[src/rtl/mod_pow4_scaler.sv]
`default_nettype none
// ============================================================================
// Module      : mod_pow4_scaler
// Description : Sequential (iData * 4^iExp) mod iMod using one modular
//               quadrupler per enabled cycle, with valid/ready on both sides.
// Revision    : 1.0 - initial release
// ============================================================================
module mod_pow4_scaler #(
    parameter int BITWIDTH = 32,
    parameter int EXPWIDTH = 8
) (
    input  logic                iClk,
    input  logic                iRst,
    input  logic                iEn,
    input  logic                iClr,
    input  logic                iValid,
    output logic                oReady,
    input  logic [BITWIDTH-1:0] iData,
    input  logic [BITWIDTH-1:0] iMod,
    input  logic [EXPWIDTH-1:0] iExp,
    output logic                oValid,
    input  logic                iReady,
    output logic [BITWIDTH-1:0] oData,
    output logic                oErr,
    output logic                oBusy
);

    localparam int c_WIDE = BITWIDTH + 2;

    typedef enum logic [1:0] {
        S_IDLE = 2'd0,
        S_RUN  = 2'd1,
        S_DONE = 2'd2
    } state_t;

    state_t              r_state;
    logic [BITWIDTH-1:0] r_acc;
    logic [BITWIDTH-1:0] r_mod;
    logic [EXPWIDTH-1:0] r_cnt;
    logic                r_valid;
    logic                r_err;

    logic [c_WIDE-1:0]   w_x4;
    logic [c_WIDE-1:0]   w_m1;
    logic [c_WIDE-1:0]   w_m2;
    logic [c_WIDE-1:0]   w_m3;
    logic [BITWIDTH-1:0] w_next;
    logic                w_illegal;

    // acc < M bounds the quotient of 4*acc by M below 4, so three compares suffice.
    always_comb begin
        w_x4 = {r_acc, 2'b00};
        w_m1 = {2'b00, r_mod};
        w_m2 = w_m1 << 1;
        w_m3 = w_m1 + w_m2;
        if (w_x4 >= w_m3) begin
            w_next = BITWIDTH'(w_x4 - w_m3);
        end else if (w_x4 >= w_m2) begin
            w_next = BITWIDTH'(w_x4 - w_m2);
        end else if (w_x4 >= w_m1) begin
            w_next = BITWIDTH'(w_x4 - w_m1);
        end else begin
            w_next = BITWIDTH'(w_x4);
        end
    end

    assign w_illegal = (iMod < BITWIDTH'(2)) || (iData >= iMod);

    always_ff @(posedge iClk) begin
        if (iRst) begin
            r_state <= S_IDLE;
            r_acc   <= '0;
            r_mod   <= '0;
            r_cnt   <= '0;
            r_valid <= 1'b0;
            r_err   <= 1'b0;
        end else if (iClr) begin
            r_state <= S_IDLE;
            r_valid <= 1'b0;
            r_err   <= 1'b0;
        end else begin
            case (r_state)
                S_IDLE: begin
                    if (iValid) begin
                        r_mod <= iMod;
                        r_cnt <= iExp;
                        if (w_illegal) begin
                            r_acc   <= '0;
                            r_err   <= 1'b1;
                            r_valid <= 1'b1;
                            r_state <= S_DONE;
                        end else begin
                            r_acc   <= iData;
                            r_err   <= 1'b0;
                            r_state <= S_RUN;
                        end
                    end
                end
                S_RUN: begin
                    if (iEn) begin
                        if (r_cnt == '0) begin
                            r_valid <= 1'b1;
                            r_state <= S_DONE;
                        end else begin
                            r_acc <= w_next;
                            r_cnt <= r_cnt - EXPWIDTH'(1);
                        end
                    end
                end
                S_DONE: begin
                    if (iReady) begin
                        r_valid <= 1'b0;
                        r_state <= S_IDLE;
                    end
                end
                default: begin
                    r_state <= S_IDLE;
                end
            endcase
        end
    end

    assign oReady = (r_state == S_IDLE) && !iClr;
    assign oValid = r_valid;
    assign oData  = r_acc;
    assign oErr   = r_err;
    assign oBusy  = (r_state != S_IDLE);

endmodule
`default_nettype wire

[config.mk]
export PLATFORM = sky130hd
export DESIGN_NAME = mod_pow4_scaler
export DESIGN_NICKNAME = d
export VERILOG_FILES = /design/src/rtl/mod_pow4_scaler.sv
export SDC_FILE = /design/constraint.sdc
export NUM_CORES = 1
export LEC_CHECK = 0
export ABC_AREA = 0
export CAP_MARGIN = 20
export CORE_ASPECT_RATIO = 1.2
export CORE_MARGIN = 2
export CORE_UTILIZATION = 61
export DETAILED_ROUTE_END_ITERATION = 8
export PLACE_DENSITY = 0.87
export SLEW_MARGIN = 20
export SYNTH_ARGS = -nofsm -noshare
export SYNTH_HDL_FRONTEND = slang
export SYNTH_SLANG_ARGS = --single-unit
export TNS_END_PERCENT = 1
[constraint.sdc]
create_clock -name iClk -period 8.45 [get_ports iClk]
set_input_delay 2.535 -clock iClk [delete_from_list [all_inputs] [get_ports iClk]]
set_output_delay 2.535 -clock iClk [all_outputs]
set_load 0.01 [all_outputs]
### Word-level counts from Yosys, hierarchy flattened

Cells that the tools add are included.

* register bits after elaboration: 76
* bits of input ports: 78
* output and inout port bits: 36

* add/sub/neg operators: 5
* $lt $le $gt $ge: 5
* equality and inequality tests: 8
* muxes and demuxes: 25
* bitwise logic cells: 1
* reduce and logical (&&, ||, !) cells: 14

Operator list (number)
* $mux 32: 7
* $sub 32x32->32: 3
* $pmux 32 s2: 1
* $add 32x33->34: 1
* $ge 34x32->1: 1
* $ge 34x33->1: 1
* $ge 34x34->1: 1
* $ge 32x32->1: 1
* $lt 32x2->1 const B: 1
* $mux 8: 3
* $pmux 8 s2: 1
* $ne 2x2->1 const B: 6
* $mux 2: 5
* $logic_not 8->1: 1
* $sub 8x1->8 const B: 1
* $mux 1: 6
* $pmux 2 s3: 1
* $reduce_and 6->1: 1
* $reduce_and 5->1: 1
* $reduce_and 4->1: 1
* $reduce_bool 2->1: 2
* $pmux 1 s3: 1
* $reduce_and 3->1: 1
* $reduce_bool 3->1: 1
* other kinds (9): 9

### Longest topological paths before layout

* depth after elaboration: 7
* gate-level depth with buffers: 25
* mapped depth without buffers: 23

### Worst setup path after synthesis

OpenSTA, ideal clock, no wires.

* path type: input to output
* from: in iClr
* to: out oReady
* arrival: 2.704 ns
* required time: 5.915 ns
* setup slack: 3.211 ns
* stages on the path: 1
* buffers on the path: 0
* cells stage by stage: nor2_1

* word-level cells in the longest chain between the ends: 2

Ends and longest elaborated chain
* start, declared: RTL line 15 `input logic iClr,`
* $logic_not 1->1: RTL line 123 `assign oReady = (r_state == S_IDLE) && !iClr;`
* $logic_and 1x1->1: RTL line 123
* end, declared: RTL line 17 `output logic oReady,`

Every way passes these cells.

### Worst setup path in the final report

Ends and elaborated chain as after synthesis.

==> results.json <==
{
  "end_of_the_worst_hold_path": "r_cnt[6]",
  "clk_root_buffer_cell": "clkbuf_16",
  "syn_avg_cell_area_um2": 7.25,
  "critPathMaxStageDelay_ns": 0.54,
  "cts_repair_resize_count": 0,
  "max_freq_ghz": 0.160,
  "leakagePower_nw": 5.74,
  "wl_per_cell_um": 20.8,
  "yosysTopAreaCellShare_pct": 17.7,
  "number_of_flops_mapped_to_enable_cells_by_yosys": 0,
  "port_buffer_count": 113,
  "grt_setup_unrepaired": "no",
  "nature_of_the_critical_path_endpoint": "output pin",
  "routabilityCongestion": 0.970,
  "worst_setup_hold_path_clk_slew_ns": 0.06,
  "post_cts.repair.setup_buffers": 0,
  "grt_first_pass_wirelength_um": 60400,
  "final.setup.worst_slack_ns": 2.19,
  "numClockSinks": 76,
  "flow.area_growth_from_synthesis_pct": 13.5,
  "maximum_number_of_pins_on_one_net_before_global_route_repair": 57,
  "fp.dieArea_um2": 19700,
  "synthFlopType": "dfxtp_1",
  "r2r_cells": 23,
  "critical_path_required_ns": 5.92,
  "cp.arrival_ns": 3.73,
  "worst-setup-path-type": "in2out",
  "synthesis.yosys.warnings": 0,
  "mostFrequentLayoutCells": "a21oi_1, ha_1, nand2_1",
  "die_y_um": 154,
  "cts_max_level": 3,
  "finClkSkew_ns": 0.00974,
  "synth_area_um2": 11400,
  "fin_tns_setup_ns": 0,
  "slew_headroom_pct": 23.2,
  "grt_util_all_layers_pct": 38.8,
  "status": "finished, final reports clean",
  "ff_to_ff_end": "oData[1]",
  "drt_iter0_markers": 1300,
  "final.period_utilization_pct": 74.1,
  "cts_inserted_buffers": 9,
  "yosysTopAreaCell": "ha_1",
  "leftover_overflow_at_the_end_of_global_routing": 0,
  "synthDistinctLibCells": 86,
  "cp_cell_sequence": "clkdlybuf4s50_1, nor2_1, clkdlybuf4s50_1",
  "slew_viol_final": 0,
  "final_period_minus_worst_setup_slack_ns": 6.26,
  "cap_violations": 0,
  "fp-row-count": 54,
  "synth_area_leaders": "ha_1, dfxtp_1, a21oi_1, a21o_1, nand2_1",
  "layout-drive-gt1-share_pct": 3.78,
  "cts_tree": "done",
  "cts-hold-fix-buffers": 0,
  "fin_nets": 1876,
  "yosysSeqAreaShare_pct": 13.4,
  "clk_latency_ns": 0.35,
  "cpMaxStageDelayCell": "clkdlybuf4s50_1",
  "drt_pre_antenna_iters": 5,
  "die-width_um": 129,
  "dpl-instance-area_um2": 12600,
  "worst_tran_pin_value_ns": 1.15,
  "cts.path.max_buffers": 2,
  "powerDensity_nw_per_um2": 201,
  "finalInstanceArea_um2": 12900,
  "num_io_pins": 114,
  "initial_core_util_pct": 62.3,
  "drt_drc_violations_left": 0,
  "setup_viol": 0,
  "mostFrequentLayoutCell": "a21oi_1",
  "crit_path_frequent_cell": "clkdlybuf4s50_1",
  "core-area_um2": 18200,
  "worstHoldPathCells": 2,
  "drt-total-wl_um": 38700,
  "source_of_the_worst_register_to_register_timing_path": "r_mod[0]",
  "vias_in_the_first_global_route": 11527,
  "timing.hold.worst.start": "r_cnt[6]",
  "post-route-util_pct": 70.7,
  "worstSetupStartpointType": "input pin",
  "holdCritPathClass": "reg2reg",
  "route.antenna.remaining_nets": 0,
  "vias": 12516,
  "worst-r2r-setup-slack_ns": 2.32,
  "pre_cts_ws_ns": 2.19,
  "hpwlAfterDp_um": 31000,
  "synth.net_count": 1809,
  "number_of_synthesized_register_bits": 76,
  "synthesized_instance_count": 1568,
  "critical_path_peak_fanout": 6,
  "avgViaCountPerCell": 6.72,
  "grt_antenna_before_repair": 1,
  "antenna_diodes": 0,
  "finalHoldViolCount": 0,
  "async_reset_ff_share_pct": 0,
  "peak_supply_drop_uv": 108
}
-- power breakdown --
group	switching [W]	internal, W	total (W)
registers	0.0000570	0.000386	0.000443
logic	0.00101	0.000686	0.00169
clock network	0.000157	0.000295	0.000452
total	0.00122	0.00137	0.00259
-- flip-flops by register name, summed over array words and instances, names as in the netlist --
| name | flops |
|---|---|
| oErr | 1 |
| r_mod | 32 |
| r_state | 2 |
| oData | 32 |
| r_cnt | 8 |
| oValid | 1 |
-- layout make-up --
type	instances	area (um^2)
clock buffers	11	243
clock inverters	4	97.6
fillers	1568	5340
inverters	98	368
multi-input cells	1324	9170
flip-flops and latches	76	1520
well taps	224	280
repair buffers	126	1220
-- cells by family after synthesis --
| kind of cell | after synthesis | share of synthesized area (%) |
|---|---|---|
| AOI/OAI and AO/OA | 615 | 35.2 |
| xor gates and xnor gates | 111 | 8.55 |
| adders and majority gates | 163 | 18.1 |
| buffers and inverters | 168 | 6.04 |
| DFF | 76 | 13.4 |
| muxes | 11 | 0.980 |
| and+or+nand+nor | 424 | 17.8 |
-- layer usage --
metal	vias up	track usage, %	wire length, um
met4	0	15.9	1740
li1	5972	-	-
met5	-	0	0
met2	630	62.5	17200
met3	98	5.11	3310
met1	5816	52.3	16400
-- worst max-delay path: cells and delay by family --
kind                   cells  cell delay [ns]
buffers and inverters      2             1.05
AND/OR/NAND/NOR            1             0.14
-- worst max path at each step --
stage             start        end  slack (ns)  depth (start not counted)
2_1_floorplan      iClr     oReady        3.21                          1
3_3_place_gp       iClr     oReady        2.21                          3
3_5_place_dp       iClr     oReady        2.19                          3
4_1_cts            iClr     oReady        2.19                          3
5_1_grt        r_mod[0]  oData[28]        1.89                         24
6_report           iClr     oReady        2.19                          3
-- metrics by stage --
stage	hold WS, ns	total power (W)	cells
after floorplan	0.449	0.00165	1568
after global placement	0.460	0.00208	1848
after detailed placement	0.472	0.00209	1848
after CTS	0.480	0.00254	1863
after global routing	0.513	0.00275	1863
final	0.478	0.00259	1863
-- cells in the mapped netlist (all sizes together), types with 16 or more instances --
master and n:
buf 21, o21a 16, nand2 156, dfxtp 76, a21o 84, nor2 89
o211ai 27, inv 98, nand3 31, clkbuf 49, ha 161, nand2b 20
xor2 52, nor3 20, xnor2 59, a21oi 213, a221oi 20, a31oi 22
nand4 24, o21bai 16, a211oi 22, o21ai 109
Note: power is estimated with default switching activity, not from simulation.
==> RTL change (same flow settings) <==
The parameter `EXPWIDTH` goes from 8 to 6.
--- a/src/rtl/mod_pow4_scaler.sv
+++ b/src/rtl/mod_pow4_scaler.sv
@@ -8,5 +8,5 @@
 module mod_pow4_scaler #(
     parameter int BITWIDTH = 32,
-    parameter int EXPWIDTH = 8
+    parameter int EXPWIDTH = 6
 ) (
     input  logic                iClk,
Ports: changed (resized iExp); port bits go from 114 to 112. No check against the original RTL was run, so the function may have changed too.
==> RTL change against the unedited design <==
  * Sequential cell count shrank 2
  * Sequential power fell by 5.4%
  * Sequential share of layout area decreased by 0.077 points
  * Worst setup slack worse by 0.21 ns
  * Clock skew hardly changed
  * Cell area is 2.0% lower
  * Wire length is 5.9% lower
  * Power is 14% lower
  * Area after synthesis down 2.0%
  * Combinational power decreased by 17%
==> RTL change: results (changes against the unedited design) <==
- Dpl ws: 2.002 ns (-0.1904 ns)
- Via count of the first global-routing pass: 11480 (-0.43%)
- Reg2Reg Setup Slack: 2.39 ns (+0.07 ns)
- Via count: 12330 (-1.5%)
- CTS-repair resized insts: 0 (unchanged)
- Worst slew pin tran: 0.9762 ns (-0.1737 ns)
- Hold EP: r_mod[14]
- Synth Net Count: 1793 (-0.88%)
- Number of distinct library cells after synthesis: 76 (-12%)
- Yosys warning count: 0 (unchanged)
- Clock Root Buffer: clkbuf_16
- CP Launch Point: iClr
- XOR/XNOR share of the synthesized area: 8.488% (-0.065 points)
- Drt wl/cell: 19.69 µm (-5.2%)
- Pleak: 5.545 nW (-3.5%)
- I/O Buffers: 111 (-1.8%)
- Number of antenna violations at the first check in global routing: 0 (-1)
- H-tree Lvls: 3 (unchanged)
- Worst hold path class: flip-flop to flip-flop
- Syn avg cell area: 7.171 µm² (-1.1%)
- R2R Path Start: r_mod[0]
- FP Rows: 54 (unchanged)
- Maximum VDD drop: 109.0 µV (+1.1%)
- Main flop type after synthesis: dfxtp_1
- Layout cells sized above 1: 4.187% (+0.40 points)
- Critical path peak fanout: 8 (+2)
- Adder-cell share of the synthesized area: 18.43% (+0.36 points)
- Depth of the worst hold-timing path: 2 (unchanged)
- # diodes: 0 (unchanged)
- Status: finished clean
- Synth area leaders: ha_1 (18%), dfxtp_1 (13%), a21oi_1 (8.6%), nand2_1 (6.1%), xnor2_1 (4.9%)
- Hold Crit Start: r_mod[14]
- Async S/R FF share, synth: 0% (unchanged)
- Vias per cell: 6.674 (-0.66%)
- Post-synthesis sequential area ratio: 13.29% (-0.092 points)
- Setup bufs post-CTS: 0 (unchanged)
- Post-synthesis compound-gate area fraction: 33.03% (-2.2 points)
- Combinational fraction of design power: 63.6% (-1.8 points)
- P_seq: 0.419 mW (-5.4%)
- Post-synth top cells: a21oi_1 (191), nand2_1 (182), ha_1 (161)
- HPWL after detailed placement: 28560 µm (-7.9%)
- First-pass GRT wire length: 57680 µm (-4.6%)
- CP arrival: 3.93 ns (+0.20 ns)
- Nets: 1859 (-0.91%)
- Multiplexer share of the synthesized area: 0.7410% (-0.24 points)
- All-Layer GR Usage: 36.57% (-2.3 points)
- Largest net degree at the start of global routing: 77 (+35%)
- CTS clk-pin slew, worst paths: 0.06 ns (about the same)
- Clock Skews: 0.01011 ns (+0.0003793 ns)
- DRT iter0 DRCs: 1120 (-14%)
- Drt first pass iters: 5 (unchanged)
- Max clock buf depth: 2 (unchanged)
- Routability cong.: 1.031 (+6.4%)
- Reg2reg end: oData[30]
- R2R depth: 21 (-8.7%)
- Clock latency on the worst-skew pair: 0.35 ns (about the same)
- TritonCTS Buffers: 9 (unchanged)
- Sw frac: 46.77% (-0.39 points)
-- RTL change: critical path: stages --
cell	delay, ns
clkdlybuf4s50_1	0.58
nor2_1	0.25
clkdlybuf4s50_1	0.57
-- RTL change: layout make-up --
class / count / area, µm²
clock buffer: 10 / 239.0
clock inverter: 5 / 55.05
fill: 1529 / 5390
inverter: 91 / 341.6
multi-input combinational: 1324 / 9079
sequential: 74 / 1481
tap: 224 / 280.3
timing repair buffer: 120 / 1174
-- RTL change: worst max path at each step --
stage	end	depth (start not counted)	slack, ns
3_5_place_dp	oReady	3	2.00
4_1_cts	oReady	3	1.99
5_1_grt	oReady	3	1.89
6_report	oReady	3	1.98
3_3_place_gp	oReady	3	2.05
2_1_floorplan	oReady	2	3.03
-- RTL change: stage by stage --
| step | hold slack, ns | total power, mW | instance area (µm²) |
|---|---|---|---|
| after detailed placement | 0.4884 | 1.789 | 12350 |
| after global routing | 0.5188 | 2.363 | 12650 |
| after CTS | 0.4971 | 2.184 | 12650 |
| final | 0.4988 | 2.222 | 12650 |
| after global placement | 0.4869 | 1.777 | 12350 |
| after floorplan | 0.4697 | 1.444 | 11140 |
-- RTL change: kinds of logic (layout without fill, tap and decap cells) --
kind of cell | Yosys count | in the layout
compound gates | 559 | 559
simple gates | 486 | 486
fa+ha+maj | 163 | 163
buf+inv | 156 | 226
xor+xnor | 108 | 108
flops | 74 | 74
mux | 8 | 8
-- RTL change: routing by layer --
metal	part of all wire, %	global-route usage, %	wire length, µm	up-vias
met5	0	0	0	-
li1	-	-	-	5890
met3	10	4.894	3718	104
met4	3.7	14.50	1349	0
met1	41	49.33	14980	5664
met2	45	58.87	16350	675
